$ cat src/rtl/spm_lsu_if.sv
// Request/response port between the MEM stage and the LSU, and the scratchpad bus.
// Each bundle has a master (initiator) and a slave (target) view.
interface spm_lsu_req_if;
    logic        req_valid;
    logic        req_ready;
    logic        req_we;
    logic [1:0]  req_size;
    logic        req_unsigned;
    logic [31:0] req_addr;
    logic [31:0] req_wdata;
    logic        rsp_valid;
    logic [31:0] rsp_rdata;
    logic        rsp_err;

    modport master (
        output req_valid, req_we, req_size, req_unsigned, req_addr, req_wdata,
        input  req_ready, rsp_valid, rsp_rdata, rsp_err
    );
    modport slave (
        input  req_valid, req_we, req_size, req_unsigned, req_addr, req_wdata,
        output req_ready, rsp_valid, rsp_rdata, rsp_err
    );
endinterface

interface spm_bus_if;
    logic [31:0] spm_addr;
    logic        spm_as_;
    logic        spm_rw;
    logic [31:0] spm_wr_data;
    logic [31:0] spm_rd_data;

    modport master (
        output spm_addr, spm_as_, spm_rw, spm_wr_data,
        input  spm_rd_data
    );
    modport slave (
        input  spm_addr, spm_as_, spm_rw, spm_wr_data,
        output spm_rd_data
    );
endinterface

$ cat src/rtl/spm_lsu.sv
// Scratchpad load/store unit: byte/half/word accesses, read-modify-write for sub-word stores.
// Latency: error 1 cycle, load / word store 2 cycles, sub-word store 3 cycles after acceptance.
// Backpressure: one request in flight; req_ready only in IDLE, requests seen while busy are ignored.
module spm_lsu #(
    parameter int unsigned SPM_BYTES = 1024,
    parameter logic        READ      = 1'b1,
    parameter logic        WRITE     = 1'b0
) (
    input  logic          clk,
    input  logic          rst,
    spm_lsu_req_if.slave  req,
    spm_bus_if.master     spm
);
    typedef enum logic [1:0] {IDLE, RD, WR, RESP} state_t;

    state_t      state, state_nxt;
    logic        we_q, uns_q;
    logic [1:0]  size_q;
    logic [31:0] addr_q, wdata_q, rword_q;
    logic [31:0] rsp_rdata_q;
    logic        rsp_err_q;

    logic [31:0] req_word_addr, load_val, merged;
    logic [7:0]  rd_byte;
    logic [15:0] rd_half;
    logic        req_err, sub_store;

    assign req_word_addr = {req.req_addr[31:2], 2'b00};
    assign req_err = (req.req_size == 2'd3)
                  || (req.req_size == 2'd1 && req.req_addr[0])
                  || (req.req_size == 2'd2 && req.req_addr[1:0] != 2'b00)
                  || (req_word_addr > 32'(SPM_BYTES - 4));
    assign sub_store = we_q && (size_q != 2'd2);

    // Big-endian lanes: byte offset 0 lives in the top byte of the word.
    always_comb begin
        rd_byte = spm.spm_rd_data[31:24];
        case (addr_q[1:0])
            2'd1:    rd_byte = spm.spm_rd_data[23:16];
            2'd2:    rd_byte = spm.spm_rd_data[15:8];
            2'd3:    rd_byte = spm.spm_rd_data[7:0];
            default: rd_byte = spm.spm_rd_data[31:24];
        endcase
        rd_half = addr_q[1] ? spm.spm_rd_data[15:0] : spm.spm_rd_data[31:16];
        case (size_q)
            2'd0:    load_val = {{24{~uns_q & rd_byte[7]}}, rd_byte};
            2'd1:    load_val = {{16{~uns_q & rd_half[15]}}, rd_half};
            default: load_val = spm.spm_rd_data;
        endcase
    end

    always_comb begin
        merged = rword_q;
        if (size_q == 2'd0) begin
            case (addr_q[1:0])
                2'd0:    merged[31:24] = wdata_q[7:0];
                2'd1:    merged[23:16] = wdata_q[7:0];
                2'd2:    merged[15:8]  = wdata_q[7:0];
                default: merged[7:0]   = wdata_q[7:0];
            endcase
        end else if (addr_q[1]) begin
            merged[15:0] = wdata_q[15:0];
        end else begin
            merged[31:16] = wdata_q[15:0];
        end
    end

    always_ff @(posedge clk) begin
        if (rst) begin
            state       <= IDLE;
            we_q        <= 1'b0;
            uns_q       <= 1'b0;
            size_q      <= 2'd0;
            addr_q      <= '0;
            wdata_q     <= '0;
            rword_q     <= '0;
            rsp_rdata_q <= '0;
            rsp_err_q   <= 1'b0;
        end else begin
            state <= state_nxt;
            case (state)
                IDLE: if (req.req_valid) begin
                    we_q    <= req.req_we;
                    uns_q   <= req.req_unsigned;
                    size_q  <= req.req_size;
                    addr_q  <= req.req_addr;
                    wdata_q <= req.req_wdata;
                    if (req_err) begin
                        rsp_rdata_q <= '0;
                        rsp_err_q   <= 1'b1;
                    end
                end
                RD: begin
                    rword_q <= spm.spm_rd_data;
                    if (!we_q) begin
                        rsp_rdata_q <= load_val;
                        rsp_err_q   <= 1'b0;
                    end
                end
                WR: begin
                    rsp_rdata_q <= '0;
                    rsp_err_q   <= 1'b0;
                end
                default: ;
            endcase
        end
    end

    // Reset gates every strobe combinationally so an interrupted WR cycle never commits.
    always_comb begin
        state_nxt       = state;
        req.req_ready   = 1'b0;
        req.rsp_valid   = 1'b0;
        spm.spm_as_     = 1'b1;
        spm.spm_rw      = READ;
        spm.spm_addr    = '0;
        spm.spm_wr_data = '0;
        case (state)
            IDLE: begin
                if (req.req_valid) begin
                    if (req_err)                                state_nxt = RESP;
                    else if (req.req_we && req.req_size == 2'd2) state_nxt = WR;
                    else                                        state_nxt = RD;
                end
            end
            RD:      state_nxt = we_q ? WR : RESP;
            WR:      state_nxt = RESP;
            default: state_nxt = IDLE;
        endcase
        if (!rst) begin
            case (state)
                IDLE: req.req_ready = 1'b1;
                RD: begin
                    spm.spm_as_  = 1'b0;
                    spm.spm_addr = {addr_q[31:2], 2'b00};
                end
                WR: begin
                    spm.spm_as_     = 1'b0;
                    spm.spm_rw      = WRITE;
                    spm.spm_addr    = {addr_q[31:2], 2'b00};
                    spm.spm_wr_data = sub_store ? merged : wdata_q;
                end
                default: req.rsp_valid = 1'b1;
            endcase
        end
    end

    assign req.rsp_rdata = rsp_rdata_q;
    assign req.rsp_err   = rsp_err_q;
endmodule

$ cat src/flat_wrapper.sv
// flat-port wrapper written by rule: the top's interface ports become plain ports
module spm_lsu_flat 
#(
    parameter int unsigned SPM_BYTES = 1024,
    parameter logic        READ      = 1'b1,
    parameter logic        WRITE     = 1'b0
)
  (clk, rst, req_req_valid, req_req_we, req_req_size, req_req_unsigned, req_req_addr, req_req_wdata, req_req_ready, req_rsp_valid, req_rsp_rdata, req_rsp_err, spm_spm_addr, spm_spm_as_, spm_spm_rw, spm_spm_wr_data, spm_spm_rd_data);
  spm_lsu_req_if req_i ();
  spm_bus_if spm_i ();
  input  logic clk;
  input  logic rst;
  input wire logic [$bits(req_i.req_valid)-1:0] req_req_valid;
  input wire logic [$bits(req_i.req_we)-1:0] req_req_we;
  input wire logic [$bits(req_i.req_size)-1:0] req_req_size;
  input wire logic [$bits(req_i.req_unsigned)-1:0] req_req_unsigned;
  input wire logic [$bits(req_i.req_addr)-1:0] req_req_addr;
  input wire logic [$bits(req_i.req_wdata)-1:0] req_req_wdata;
  output wire logic [$bits(req_i.req_ready)-1:0] req_req_ready;
  output wire logic [$bits(req_i.rsp_valid)-1:0] req_rsp_valid;
  output wire logic [$bits(req_i.rsp_rdata)-1:0] req_rsp_rdata;
  output wire logic [$bits(req_i.rsp_err)-1:0] req_rsp_err;
  output wire logic [$bits(spm_i.spm_addr)-1:0] spm_spm_addr;
  output wire logic [$bits(spm_i.spm_as_)-1:0] spm_spm_as_;
  output wire logic [$bits(spm_i.spm_rw)-1:0] spm_spm_rw;
  output wire logic [$bits(spm_i.spm_wr_data)-1:0] spm_spm_wr_data;
  input wire logic [$bits(spm_i.spm_rd_data)-1:0] spm_spm_rd_data;
  assign req_i.req_valid = req_req_valid;
  assign req_i.req_we = req_req_we;
  assign req_i.req_size = req_req_size;
  assign req_i.req_unsigned = req_req_unsigned;
  assign req_i.req_addr = req_req_addr;
  assign req_i.req_wdata = req_req_wdata;
  assign req_req_ready = req_i.req_ready;
  assign req_rsp_valid = req_i.rsp_valid;
  assign req_rsp_rdata = req_i.rsp_rdata;
  assign req_rsp_err = req_i.rsp_err;
  assign spm_spm_addr = spm_i.spm_addr;
  assign spm_spm_as_ = spm_i.spm_as_;
  assign spm_spm_rw = spm_i.spm_rw;
  assign spm_spm_wr_data = spm_i.spm_wr_data;
  assign spm_i.spm_rd_data = spm_spm_rd_data;
  spm_lsu #(.SPM_BYTES(SPM_BYTES), .READ(READ), .WRITE(WRITE)) u_core (.clk(clk), .rst(rst), .req(req_i), .spm(spm_i));
endmodule
$ cat config.mk
export PLATFORM = sky130hd
export DESIGN_NAME = spm_lsu_flat
export DESIGN_NICKNAME = d
export VERILOG_FILES = /design/src/rtl/spm_lsu_if.sv /design/src/rtl/spm_lsu.sv /design/src/flat_wrapper.sv
export SDC_FILE = /design/constraint.sdc
export NUM_CORES = 1
export LEC_CHECK = 0
export CORE_ASPECT_RATIO = 0.5
export CORE_UTILIZATION = 40
export CTS_CLUSTER_DIAMETER = 200
export DETAILED_ROUTE_END_ITERATION = 7
export PLACE_DENSITY = 0.72
export SLEW_MARGIN = 20
export SYNTH_ARGS = -nofsm -noshare
export SYNTH_HDL_FRONTEND = slang
export SYNTH_SLANG_ARGS = --single-unit
$ cat constraint.sdc
create_clock -name clk -period 6.3 [get_ports clk]
set_input_delay 1.26 -clock clk [delete_from_list [all_inputs] [get_ports clk]]
set_output_delay 1.26 -clock clk [all_outputs]
set_load 0.01 [all_outputs]
==> impl_metrics.yaml, run 1 <==
clock_network:
  cts_tree: "built"
  cts_buffers: 17
  insertion_delay_ns: 0.41
  h-tree-depth: 4
  cts_root_buf: "clkbuf_16"
  post_cts.repair.setup_buffers: 0
  clk_pin_slew_worst_paths_ns: 0.06
  cts_buffer_depth: 2
  cts_sinks: 135
  hold_buffers: 0
  postCtsResizedCells: 0
layout:
  final_cell_mix: "clkdlybuf4s50_1, nand2_1, dfxtp_1"
  finish.instance_area_um2: 8900
  fin_nets: 1061
  multi_input_area_um2: 3250
  seq_area_um2: 2700
  area_growth_pct: 42.8
  drive_above_1_share_pct: 6.10
  final_common_cell: "clkdlybuf4s50_1"
  antennaDiodeCount: 0
  nFillCells: 1320
route:
  ant_nets: 0
  via_per_inst: 5.41
  wl_met2_um: 9180
  drt_iter0_drc: 512
  wl_met1_um: 9570
  vias: 6298
  post-route-drc-count: 0
  drt-total-wl_um: 20400
  wire_per_inst_um: 17.5
  routed.top_layer: "met4"
  drt_first_pass_iters: 5
  wl_met3_um: 1470
sta:
  worstMarginPinSlew_ns: 1.05
  relSlewSlack_pct: 29.7
  drv_slew: 0
  finalHoldViolations: 0
  period_minus_slack_ns: 4.62
  holdWs_ns: 0.449
  skew_ns: 0.00740
  max_freq_ghz: 0.216
  fin_crit_sh_pct: 73.4
  rsz0062_at_grt: "no"
  fin_ws_ns: 1.68
  final.setup.tns_ns: 0
  setup_violations: 0
worst_setup_path:
  start_kind: "input port"
  critPathTopFamily: "buffers and inverters"
  cp.buffers_inverters: 3
  cp_slowest_stage_delay_ns: 0.60
  cp_slowest_cell: "clkdlybuf4s50_1"
  arrival_ns: 3.36
  cp_cell_sequence: "buf_4, nor2b_1, inv_1, a311oi_1, clkdlybuf4s50_1"
  required_ns: 5.04
  crit_path_max_fanout: 31
  end_kind: "primary output"
  critical_path_class: "input port to primary output"
global_route:
  antenna_found_initial: 0
  gr-total-overflow: 0
  grt_max_degree: 80
  grt_pass1_wl_um: 31500
  grt_pass1_vias: 5813
  globalRouteTotalUtil_pct: 25.2
floorplanning:
  dieHeight_um: 90.3
  die_x_um: 179
  core_um2: 14800
  initial_utilization_pct: 42.1
  row_count: 31
  pin_count: 204
  dieArea_um2: 16100
power_and_ir_drop:
  power.leakage_nw: 3.19
  powerDensity_nw_per_um2: 361
  peakVddDrop_v: 0.000213
placed_design:
  dp_slack_ns: 1.70
  routabilityCongestion: 0.899
  place_area_um2: 8320
  dp_hpwl_um: 14700
  portBuffers: 201
run_status:
  status: "finished clean"
synth:
  ys_ff_latch: 135
  syn_inst: 784
  ys_warn_count: 0
  avgSynthCellArea_um2: 7.95
  synth_cell_types: 42
  synth_area_um2: 6230
  ys_seq_area_share_pct: 43.4
min_path:
  hold_class: "register to register"
job:
  drv_cap: 0
[registers in the layout, summed over array words and instances, names as in the netlist]
signal	cells
u_core.we_q	1
u_core.req.rsp_rdata	32
u_core.addr_q	32
u_core.wdata_q	32
u_core.size_q	2
u_core.state	2
u_core.uns_q	1
u_core.req.rsp_err	1
u_core.rword_q	32
[Yosys cell counts]
master	count	share of area, %
and3_4	1	0.18
buf_2	5	0.40
a22oi_1	3	0.36
or4b_4	1	0.22
mux2_2	8	1.4
a21boi_1	1	0.12
a41o_1	1	0.16
o22a_1	6	0.84
buf_4	3	0.36
nand4_1	1	0.10
o21ai_0	29	2.3
conb_1	1	0.060
o31ai_1	1	0.12
a211oi_1	1	0.12
a21o_1	2	0.24
a311oi_1	9	1.3
nor3b_1	3	0.36
or3_1	1	0.10
buf_1	9	0.54
or2_2	1	0.10
o22ai_1	8	0.80
dfxtp_1	135	43
o221ai_1	8	1.1
buf_6	2	0.36
a21oi_1	108	8.7
inv_1	9	0.54
mux2i_1	41	6.6
nor2b_1	5	0.50
clkbuf_1	42	2.5
a2111oi_1	1	0.16
nor4_1	5	0.50
a21oi_2	1	0.14
and2_1	31	3.1
nor2_1	52	3.1
o2bb2ai_1	14	2.0
nor3_1	4	0.32
a221oi_1	7	0.98
o21a_1	1	0.12
nand2_1	191	12
a22o_1	18	2.5
nand3_1	10	0.80
ha_1	4	0.80
[worst paths after layout]
| check | startpoint | endpoint | slack, ns | cells past startpoint |
|---|---|---|---|---|
| hold reg to reg | u_core.addr_q[31]$_SDFFE_PP0P_ | u_core.addr_q[31]$_SDFFE_PP0P_ | 0.45 | 2 |
| setup reg to reg | u_core.state[1]$_SDFFE_PP0N_ | u_core.req.rsp_rdata[14]$_SDFFE_PP0P_ | 3.65 | 5 |
| hold / removal | u_core.addr_q[31]$_SDFFE_PP0P_ | u_core.addr_q[31]$_SDFFE_PP0P_ | 0.45 | 2 |
| setup / recovery | rst | spm_spm_wr_data[21] | 1.68 | 5 |
[routing by layer]
layer,track usage [%],vias up
met2,38.4,243
li1,-,3064
met3,4.88,20
met5,0,-
met1,36.3,2971
met4,5.79,0
[logic make-up (layout without fill, tap and decap cells)]
kind of cell / after synthesis / after routing / synth area share, %
AND/OR/NAND/NOR: 306 / 306 / 20.9
AO/OA/AOI/OAI: 219 / 219 / 22.1
flip-flops: 135 / 135 / 43.4
buffers and inverters: 70 / 252 / 4.74
multiplexers: 49 / 49 / 8.03
adder cells (fa/ha/maj): 4 / 4 / 0.803
other: 1 / 2 / 0.0602
[power breakdown]
part           switching (W)  total [W]  internal [W]
clock network       0.000388   0.000956      0.000569
registers           0.000119    0.00113       0.00101
logic               0.000645    0.00113      0.000484
[area by class of cell]
cell class,count,area share (%)
Timing Repair Buffer,211,23.4
Tap cell,198,2.78
Clock buffer,20,5.13
Clock inverter,12,1.34
Sequential cell,135,30.4
Inverter,9,0.380
Multi-Input combinational cell,580,36.6
[worst register-to-register path, cell delays in order, from the launching register on]
cell and delay, ns:
dfxtp_1 0.34, inv_1 0.09, ha_2 0.88, nor3b_1 0.37
nand3_1 0.53, o2bb2ai_1 0.34
[through the flow]
stage / utilization, % / std cells / power [W]
6_report: 60.0 / 1165 / 0.00321
5_1_grt: 60.0 / 1165 / 0.00339
4_1_cts: 60.0 / 1165 / 0.00322
3_5_place_dp: 56.2 / 1133 / 0.00226
3_3_place_gp: 56.2 / 1133 / 0.00224
2_1_floorplan: - / 785 / 0.00184
Power figures use the tool's default switching activity.
==> inputs of run 2 (changes only) <==
--- a/config.mk
+++ b/config.mk
@@ -9,7 +9,7 @@
 export CORE_UTILIZATION = 40
 export CTS_CLUSTER_DIAMETER = 200
 export DETAILED_ROUTE_END_ITERATION = 7
-export PLACE_DENSITY = 0.72
+export PLACE_DENSITY = 0.75
 export SLEW_MARGIN = 20
 export SYNTH_ARGS = -nofsm -noshare
 export SYNTH_HDL_FRONTEND = slang
==> constraint.sdc (replaced) <==
create_clock -name clk -period 3.9 [get_ports clk]
set_input_delay 0.78 -clock clk [delete_from_list [all_inputs] [get_ports clk]]
set_output_delay 0.78 -clock clk [all_outputs]
set_load 0.01 [all_outputs]
==> impl_metrics.yaml, run 2 (same netlist as run 1, synthesis figures left out) <==
route:
  ant_nets: 0
  vias: 6412
  drt_first_pass_iters: 5
  post-route-drc-count: 0
  drt-total-wl_um: 20200
  drt_iter0_drc: 476
  wire_per_inst_um: 17.3
  via_per_inst: 5.49
clock_network:
  clk_pin_slew_worst_paths_ns: 0.06
  h-tree-depth: 4
  post_cts.repair.setup_buffers: 0
  cts_sinks: 135
  hold_buffers: 0
  postCtsResizedCells: 0
  cts_tree: "built"
  cts_root_buf: "clkbuf_16"
  cts_buffer_depth: 2
  cts_buffers: 17
  insertion_delay_ns: 0.41
power_and_ir_drop:
  power.leakage_nw: 3.21
  fin_total_pwr_w: 0.00520
  powerDensity_nw_per_um2: 583
  peakVddDrop_v: 0.000314
placed_design:
  routabilityCongestion: 0.901
  placedCellCount: 1137
  dp_slack_ns: 0.610
  portBuffers: 201
  dp_hpwl_um: 14600
global_route:
  globalRouteTotalUtil_pct: 24.9
  grt_pass1_wl_um: 31100
  grt_max_degree: 78
  antenna_found_initial: 0
  grt_pass1_vias: 5827
  gr-total-overflow: 0
worst_setup_path:
  end_kind: "primary output"
  required_ns: 3.12
  crit_path_max_fanout: 23
  critical_path_class: "register to primary output"
  arrival_ns: 2.77
  start_kind: "register"
layout:
  area_growth_pct: 43.0
  final_cell_mix: "clkdlybuf4s50_1, nand2_1, dfxtp_1"
  antennaDiodeCount: 0
  drive_above_1_share_pct: 6.29
  fin_nets: 1065
  final_common_cell: "clkdlybuf4s50_1"
  instances_no_fill: 1168
sta:
  holdWs_ns: 0.448
  period_minus_slack_ns: 3.55
  fin_ws_ns: 0.350
  final.setup.tns_ns: 0
  max_freq_ghz: 0.282
  skew_ns: 0.00584
  drv_slew: 0
  relSlewSlack_pct: 45.1
  setup_violations: 0
  finalHoldViolations: 0
  fin_crit_sh_pct: 91.0
  rsz0062_at_grt: "no"
  worstMarginPinSlew_ns: 0.824
min_path:
  hold_class: "register to register"
job:
  drv_cap: 0
floorplanning:
  die_x_um: 179
  row_count: 31
  core_um2: 14800
  pin_count: 204
  dieHeight_um: 90.3
  dieArea_um2: 16100
  initial_utilization_pct: 42.1
run_status:
  status: "finished clean"
run 2: cell count changes in the layout (fill, tap and decap cells not counted):
cell | previous run | this run
bufinv_16 | 1 | 2
buf_4 | 11 | 15
clkinv_2 | 0 | 3
inv_6 | 3 | 1
clkinv_4 | 2 | 1
clkbuf_1 | 1 | 2
clkbuf_8 | 2 | 0
clkinvlp_4 | 6 | 5
run 2: layout make-up:
cell class	instances	area, um^2
Sequential cell	135	2700
Tap cell	198	248
Clock inverter	12	130
Fill cell	1315	5900
Clock buffer	19	433
Timing Repair Buffer	215	2110
Inverter	9	33.8
Multi-Input combinational cell	580	3250
run 2: metrics by stage:
step | area, um^2 | util, %
after floorplan | 6240 | -
after global placement | 8350 | 56.4
after detailed placement | 8350 | 56.4
after CTS | 8910 | 60.2
after global routing | 8910 | 60.2
final | 8910 | 60.2
run 2: final timing paths:
kind,from,slack [ns],cells past startpoint,endpoint
max,u_core.addr_q[1]$_SDFFE_PP0P_,0.35,5,spm_spm_wr_data[5]
min,u_core.addr_q[17]$_SDFFE_PP0P_,0.45,2,u_core.addr_q[17]$_SDFFE_PP0P_
max reg2reg,u_core.addr_q[1]$_SDFFE_PP0P_,1.50,7,u_core.req.rsp_rdata[14]$_SDFFE_PP0P_
min reg2reg,u_core.addr_q[17]$_SDFFE_PP0P_,0.45,2,u_core.addr_q[17]$_SDFFE_PP0P_
run 2: power by group:
group	switching, W	total [W]	internal [W]
clock	0.000613	0.00155	0.000936
sequential	0.000195	0.00183	0.00163
combinational	0.00104	0.00182	0.000788
run 2: critical path: stages (launching register included):
cell             delay, ns
dfxtp_1               0.79
nand2_1               0.36
nand2_1               0.31
nand2_1               0.09
a21oi_1               0.23
clkdlybuf4s50_1       0.58
run 2: layer usage:
metal / GRT usage [%] / part of all wire (%) / vias up
met5: 0 / 0 / -
met2: 37.4 / 44 / 302
met1: 34.7 / 46 / 3003
met4: 8.33 / 2.0 / 0
li1: - / - / 3068
met3: 6.19 / 8.6 / 39
==> inputs of run 3 (changes only) <==
--- a/config.mk
+++ b/config.mk
@@ -5,12 +5,13 @@
 export SDC_FILE = /design/constraint.sdc
 export NUM_CORES = 1
 export LEC_CHECK = 0
+export ABC_CLOCK_PERIOD_IN_PS = 3900
 export CORE_ASPECT_RATIO = 0.5
+export CORE_MARGIN = 2
 export CORE_UTILIZATION = 40
 export CTS_CLUSTER_DIAMETER = 200
 export DETAILED_ROUTE_END_ITERATION = 7
 export PLACE_DENSITY = 0.75
-export SLEW_MARGIN = 20
 export SYNTH_ARGS = -nofsm -noshare
 export SYNTH_HDL_FRONTEND = slang
 export SYNTH_SLANG_ARGS = --single-unit
==> impl_metrics.yaml, run 3 (same netlist as run 1, synthesis figures left out) <==
worst_setup_path:
  end_kind: "primary output"
  cp.buffers_inverters: 1
  start_kind: "register"
  required_ns: 3.12
  critical_path_class: "register to primary output"
  path_depth: 6
  ff2ff_path_depth: 6
  crit_path_max_fanout: 13
  critPathTopFamily: "simple AND/OR/NAND/NOR gates"
  cp_cell_sequence: "nor3_2, a22oi_1, o221ai_1, o21ai_0, nor2_1, clkdlybuf4s50_1"
  arrival_ns: 2.88
  cp_slowest_stage_delay_ns: 0.66
  cp_slowest_cell: "nor3_2"
sta:
  rsz0062_at_grt: "no"
  setup_violations: 0
  max_freq_ghz: 0.273
  period_minus_slack_ns: 3.66
  relSlewSlack_pct: 32.2
  worstMarginPinSlew_ns: 1.01
  final.setup.tns_ns: 0
  fin_crit_sh_pct: 93.8
  finalHoldViolations: 0
  skew_ns: 0.00973
  drv_slew: 0
route:
  drt_first_pass_iters: 5
  drt-total-wl_um: 20000
  wire_per_inst_um: 17.0
  routed.top_layer: "met4"
  post-route-drc-count: 0
  wl_met3_um: 1540
  drt_iter0_drc: 486
  vias: 6262
  wl_met1_um: 9110
  via_per_inst: 5.32
  wl_met2_um: 9060
  ant_nets: 0
placed_design:
  routabilityCongestion: 0.924
  portBuffers: 201
  place_area_um2: 8390
  dp_hpwl_um: 14600
min_path:
  hold_class: "register to register"
  whs_path_depth: 2
clock_network:
  cts_sinks: 135
  cts_buffer_depth: 2
  h-tree-depth: 4
  cts_buffers: 17
  insertion_delay_ns: 0.42
  cts_tree: "built"
  hold_buffers: 0
  cts_root_buf: "clkbuf_16"
  post_cts.repair.setup_buffers: 0
  postCtsResizedCells: 0
  clk_pin_slew_worst_paths_ns: 0.06
floorplanning:
  dieHeight_um: 92.3
  dieArea_um2: 16700
  initial_utilization_pct: 40.6
  die_x_um: 181
  pin_count: 204
  core_um2: 15300
  row_count: 32
layout:
  final_common_cell: "clkdlybuf4s50_1"
  drive_above_1_share_pct: 6.78
  area_growth_pct: 44.1
  antennaDiodeCount: 0
  fin_nets: 1067
  final_core_util_pct: 58.6
  finish.instance_area_um2: 8980
  final_cell_mix: "clkdlybuf4s50_1, nand2_1, dfxtp_1"
global_route:
  globalRouteTotalUtil_pct: 23.6
  grt_max_degree: 57
  grt_pass1_vias: 5926
  grt_pass1_wl_um: 31200
  gr-total-overflow: 0
  antenna_found_initial: 0
power_and_ir_drop:
  peakVddDrop_v: 0.000326
  powerDensity_nw_per_um2: 589
  power.leakage_nw: 3.25
job:
  drv_cap: 0
run_status:
  status: "finished clean"
-- run 3: layout make-up --
class | count | area [um^2]
tap | 204 | 255
fill | 1349 | 6350
multi-input combinational | 580 | 3250
clock buffer | 17 | 425
inverter | 9 | 33.8
timing repair buffer | 217 | 2140
clock inverter | 15 | 170
sequential | 135 | 2700
-- run 3: layer usage --
| layer | vias up | track usage, % |
|---|---|---|
| li1 | 3076 | - |
| met1 | 2908 | 31.8 |
| met2 | 253 | 37.9 |
| met3 | 25 | 5.60 |
| met4 | 0 | 6.65 |
| met5 | - | 0 |
-- run 3: worst reg2reg max path, stage by stage (launching register included) --
cell and delay (ns):
dfxtp_1 0.34, inv_1 0.09, ha_2 0.29, buf_4 0.45
nor3b_1 0.33, nand3_1 0.48, o2bb2ai_1 0.33
-- run 3: path summary, 6_finish.rpt --
check                                  from                               endpoint  slack (ns)
max           u_core.addr_q[0]$_SDFFE_PP0P_                    spm_spm_wr_data[29]        0.24
min          u_core.addr_q[21]$_SDFFE_PP0P_         u_core.addr_q[21]$_SDFFE_PP0P_        0.45
min reg2reg  u_core.addr_q[21]$_SDFFE_PP0P_         u_core.addr_q[21]$_SDFFE_PP0P_        0.45
max reg2reg    u_core.state[1]$_SDFFE_PP0N_  u_core.req.rsp_rdata[21]$_SDFFE_PP0P_        1.51
-- run 3: metrics by stage --
step           total power [W]  setup WS [ns]  cells  hold WS, ns
2_1_floorplan          0.00297           1.14    785        0.432
3_3_place_gp           0.00362          0.738   1145        0.436
3_5_place_dp           0.00365          0.707   1145        0.442
4_1_cts                0.00529          0.315   1177        0.450
5_1_grt                0.00557         0.0818   1177        0.469
6_report               0.00529          0.243   1177        0.449
-- run 3: power breakdown --
part	internal (W)	total (W)	leakage [nW]	switching, W
Combinational	0.000802	0.00184	1.86	0.00104
Clock	0.000959	0.00164	0.292	0.000677
Sequential	0.00163	0.00181	1.10	0.000181
